File: src/rtl/mem_arb2.sv
// Two-master round-robin arbiter in front of one shared memory slave.
// Read IDs go into an in-order FIFO so each slave response returns to the master that issued it.
module mem_arb2 #(
  parameter int RESP_FIFO_POW = 2
) (
  input  logic        clk_i,
  input  logic        rstn_i,

  input  logic        m0_req_i,
  input  logic        m0_we_i,
  input  logic [31:0] m0_addr_bi,
  input  logic [3:0]  m0_be_bi,
  input  logic [31:0] m0_wdata_bi,
  output logic        m0_ack_o,
  output logic        m0_resp_o,
  output logic [31:0] m0_rdata_bo,

  input  logic        m1_req_i,
  input  logic        m1_we_i,
  input  logic [31:0] m1_addr_bi,
  input  logic [3:0]  m1_be_bi,
  input  logic [31:0] m1_wdata_bi,
  output logic        m1_ack_o,
  output logic        m1_resp_o,
  output logic [31:0] m1_rdata_bo,

  output logic        s_req_o,
  output logic        s_we_o,
  output logic [31:0] s_addr_bo,
  output logic [3:0]  s_be_bo,
  output logic [31:0] s_wdata_bo,
  input  logic        s_ack_i,
  input  logic        s_resp_i,
  input  logic [31:0] s_rdata_bi,

  output logic        err_o
);

  localparam int DEPTH = 1 << RESP_FIFO_POW;
  localparam logic [RESP_FIFO_POW:0]   CNT_FULL = (RESP_FIFO_POW+1)'(DEPTH);
  localparam logic [RESP_FIFO_POW:0]   CNT_ONE  = (RESP_FIFO_POW+1)'(1);
  localparam logic [RESP_FIFO_POW-1:0] PTR_ONE  = RESP_FIFO_POW'(1);

  logic [RESP_FIFO_POW-1:0] r_wptr;
  logic [RESP_FIFO_POW-1:0] r_rptr;
  logic [RESP_FIFO_POW:0]   r_count;
  logic                     r_id_mem [DEPTH];
  logic                     r_last_gnt;
  logic                     r_err;

  logic w_sel;
  logic w_any_req;
  logic w_stall;
  logic w_xfer;
  logic w_push;
  logic w_pop;
  logic w_head;

  // Tie goes to the master that did not win the last accepted transfer
  always_comb begin
    w_sel = 1'b0;
    if (m0_req_i && m1_req_i) begin
      w_sel = ~r_last_gnt;
    end else if (m1_req_i) begin
      w_sel = 1'b1;
    end
  end

  assign w_any_req = m0_req_i | m1_req_i;
  assign w_stall   = (r_count == CNT_FULL);

  assign s_we_o     = w_sel ? m1_we_i     : m0_we_i;
  assign s_addr_bo  = w_sel ? m1_addr_bi  : m0_addr_bi;
  assign s_be_bo    = w_sel ? m1_be_bi    : m0_be_bi;
  assign s_wdata_bo = w_sel ? m1_wdata_bi : m0_wdata_bi;

  // Full FIFO blocks every request, even when a pop happens in the same cycle
  assign s_req_o  = w_any_req & ~w_stall & rstn_i;
  assign w_xfer   = s_req_o & s_ack_i;
  assign m0_ack_o = w_xfer & ~w_sel;
  assign m1_ack_o = w_xfer & w_sel;

  assign w_push = w_xfer & ~s_we_o;
  assign w_pop  = s_resp_i & (r_count != '0) & rstn_i;
  assign w_head = r_id_mem[r_rptr];

  assign m0_resp_o   = w_pop & ~w_head;
  assign m1_resp_o   = w_pop & w_head;
  assign m0_rdata_bo = m0_resp_o ? s_rdata_bi : '0;
  assign m1_rdata_bo = m1_resp_o ? s_rdata_bi : '0;

  assign err_o = r_err;

  always_ff @(posedge clk_i) begin
    if (!rstn_i) begin
      r_wptr     <= '0;
      r_rptr     <= '0;
      r_count    <= '0;
      r_last_gnt <= 1'b1;
      r_err      <= 1'b0;
    end else begin
      if (w_xfer) begin
        r_last_gnt <= w_sel;
      end
      if (w_push) begin
        r_wptr <= r_wptr + PTR_ONE;
      end
      if (w_pop) begin
        r_rptr <= r_rptr + PTR_ONE;
      end
      case ({w_push, w_pop})
        2'b10:   r_count <= r_count + CNT_ONE;
        2'b01:   r_count <= r_count - CNT_ONE;
        default: r_count <= r_count;
      endcase
      if (s_resp_i && (r_count == '0)) begin
        r_err <= 1'b1;
      end
    end
  end

  // ID storage is plain data; occupancy tracking makes stale entries harmless
  always_ff @(posedge clk_i) begin
    if (w_push) begin
      r_id_mem[r_wptr] <= w_sel;
    end
  end

endmodule

File: config.mk
export PLATFORM = sky130hd
export DESIGN_NAME = mem_arb2
export DESIGN_NICKNAME = d
export VERILOG_FILES = /design/src/rtl/mem_arb2.sv
export SDC_FILE = /design/constraint.sdc
export NUM_CORES = 1
export LEC_CHECK = 0
export BUFFER_PORTS_ARGS = -buffer_cell sky130_fd_sc_hd__buf_2
export CAP_MARGIN = 40
export CORE_AREA = 8 8 116 118
export DETAILED_ROUTE_END_ITERATION = 8
export DIE_AREA = 0 0 124 126
export GPL_ROUTABILITY_DRIVEN = 1
export MAX_ROUTING_LAYER = met4
export PLACE_DENSITY_LB_ADDON = 0.08
export SETUP_SLACK_MARGIN = 0.02
export SLEW_MARGIN = 20
export SYNTH_ARGS = -nofsm -noshare
export SYNTH_HDL_FRONTEND = slang
export SYNTH_SLANG_ARGS = --single-unit
File: constraint.sdc
create_clock -name clk_i -period 2.9 [get_ports clk_i]
set_clock_uncertainty 0.05 [all_clocks]
set_input_delay 0.145 -clock clk_i [delete_from_list [all_inputs] [get_ports clk_i]]
set_output_delay 0.145 -clock clk_i [all_outputs]
set_load 0.02 [all_outputs]
==> impl_metrics.yaml <==
run_status:
  status: "finished, final reports clean"
routing:
  via_per_inst: 4.13
  initialDrtViolationCount: 36
  first_pass_iters: 3
  drc_errors: 0
  detail_route.wirelength_mm: 11.6
  wire_per_inst_um: 16.2
  ant_nets: 0
  num_vias: 2951
synthesis:
  synth.area.mux_share_pct: 33.8
  synth_compound_area_share_pct: 4.05
  synth_fa_ha_area_share_pct: 3.47
  yosys_warnings: 0
  synthCells: 259
  synth_cell_types: 36
  synth_nets: 441
  synth_top_area_share_pct: 32.2
  yosys.area_share.xor_xnor_pct: 1.47
  syn_area_um2: 2380
  syn_area_per_cell_um2: 9.18
  yosysSeqAreaShare_pct: 14.3
  synth_top_cell_by_area: "mux2_2"
  synth_top_family_by_area: "simple AND/OR/NAND/NOR gates"
  yosys-top-cells-area: "mux2_2 32%, nor2_2 14%, nand2_4 14%, dfxtp_1 9.3%, edfxtp_1 5.0%"
  yosys.area_share.simple_pct: 35.4
  synth_seq_cells: 15
pwr:
  power_frac_comb_pct: 55.1
  p_int_mw: 0.680
  pwr-share-seq_pct: 20.8
  p_clk_share_pct: 24.1
  switchingPower_mw: 0.441
  power_density_nw_per_um2: 269
  sw_frac_of_total_pct: 39.3
  p_leak_nw: 2.38
  irDropWorstVdd_v: 0.000160
clock_tree:
  clkTransAtPathRegs_ns: 0.05
  clkLatencyLatePin_ns: 0.24
  post_cts_resized: 0
  clock-sinks: 15
  numCtsBuffers: 3
  clock_path_buffers: 2
  postCtsSetupBuffers: 0
  cts-hold-fix-buffers: 0
  cts_tree: "yes"
  cts_root_buf: "clkbuf_16"
  htree_num_levels: 1
floorplanning:
  num_io_pins: 315
  rows: 40
  coreArea_um2: 11700
  die_w_um: 124
  floorplan.die_area_um2: 15600
  initial_core_util_pct: 20.3
  die_h_um: 126
timing:
  timing.fmax_mhz: 437
  rsz0062_at_grt: "false"
  setup_viol: 0
  hold_ws_ns: 0.0988
  slew_headroom_pct: 67.4
  fin_crit_ns: 2.29
  finalWorstSetupSlack_ns: 0.614
  fin_crit_sh_pct: 78.8
  maxSlewViolCount: 0
  tightest_slew_ns: 0.490
  finalSetupTns_ns: 0
  hold_viol: 0
critical_path:
  critPathCapture: "r_count[2]"
  path_cells: "nor2_1 -> a211oi_2 -> and2_1 -> inv_1 -> ha_1 -> inv_1 -> fa_1 -> xor2_1 -> or3_1 -> a21oi_1"
  critPathArrivalTime_ns: 2.41
  endpoint_kind: "register"
  slowest_stage: "a211oi_2"
  cp.required_ns: 3.02
  critPathMaxStageDelay_ns: 0.42
  start_kind: "register"
  critPathKind: "reg2reg"
  crit_start: "r_count[0]"
  rr_startpoint: "r_count[0]"
  path_max_fanout: 8
  rrSetupSlack_ns: 0.61
  reg2reg_to: "r_count[2]"
  r2r_cells: 10
  critPathMostFrequentCell: "inv_1"
place:
  dpl.hpwl_mm: 10.3
  routabilityCongestion: 0.815
  io_buffers: 314
  dpl_worst_slack_ns: 0.638
global_route:
  grt_pass1_wl_mm: 17.2
  grtUsageTotal_pct: 14.3
  grt_max_degree: 75
  met3_usage_pct: 4.16
  antenna_found_initial: 2
  grt_pass1_vias: 3190
  grt_use_met2_pct: 27.0
  grt-busiest-layer: "met2"
  grt_overflow: 0
  met1_usage_pct: 13.4
job:
  drv_cap: 0
final_layout:
  final_cell_mix: "314 x buf_2, 68 x mux2_2, 54 x nor2_2, 29 x nand2_4, 19 x nor2_1"
  final_core_util_pct: 35.6
  area_growth_pct: 75.4
  layout-drive-gt1-share_pct: 85.3
  num-nets-final: 748
  layout_commonest_cell: "buf_2"
hold_path:
  hold_class: "in2reg"
  hold_path_depth: 3
[worst min path at each step]
stage             start        end
3_3_place_gp   s_resp_i      err_o
4_1_cts        s_resp_i      err_o
6_report       s_resp_i      err_o
5_1_grt        s_resp_i      err_o
3_5_place_dp   s_resp_i      err_o
2_1_floorplan    rstn_i  r_wptr[0]
[layout make-up]
class	count	area, um^2
well taps	147	184
repair buffers	320	1650
fillers	1248	7540
clock inverters	1	5.00
multi-input cells	217	1880
diodes	2	5.00
inverters	9	33.8
clock buffers	3	75.1
flip-flops and latches	15	340
[power groups by stage]
stage          logic [mW]  clock network, mW  registers (mW)
6_report            0.617              0.270           0.233
5_1_grt             0.663              0.288           0.234
4_1_cts             0.624              0.276           0.233
3_5_place_dp        0.622                  0           0.237
3_3_place_gp        0.619                  0           0.237
2_1_floorplan       0.361                  0           0.236
[Yosys cell counts (all sizes together)]
cell type	n
a211oi	1
clkinv	1
dfxtp	11
inv	8
and2	5
o31a	1
a21boi	1
edfxtp	4
nor3	1
a21oi	4
nand3	2
or3	1
mux2	69
o21ai	4
xor2	3
nor2	73
mux2i	2
nand2	36
o31ai	1
o21a	1
and3	4
ha	5
xnor2	1
a211o	1
fa	1
buf	18
[per-stage QoR]
step	power [mW]	cells	instance area [um^2]
final	1.12	714	4170
after global routing	1.18	714	4170
after CTS	1.13	711	4140
after detailed placement	0.859	707	4060
after global placement	0.855	707	4060
after floorplan	0.597	259	2380
[logic make-up (layout without fill, tap and decap cells)]
logic type	Yosys count	in the layout
simple gates	122	122
mux	71	71
buf+inv	27	333
flops	15	15
compound gates	14	14
fa+ha+maj	6	6
xor+xnor	4	4
other cells	0	2
[per-layer routing]
layer / wire length [um] / vias to the layer above
li1: - / 1486
met1: 3800 / 1291
met2: 6270 / 162
met3: 1250 / 12
met4: 259 / 0
met5: 0 / -
[critical path: cells and delay by family, from the launching register on]
kind,cells,cell delay [ns]
AO/OA/AOI/OAI,2,0.56
AND/OR/NAND/NOR,3,0.63
XOR/XNOR,1,0.07
flip-flops,1,0.41
adder cells (fa/ha/maj),2,0.38
buffers and inverters,2,0.12
Note: power is estimated with default switching activity, not from simulation.
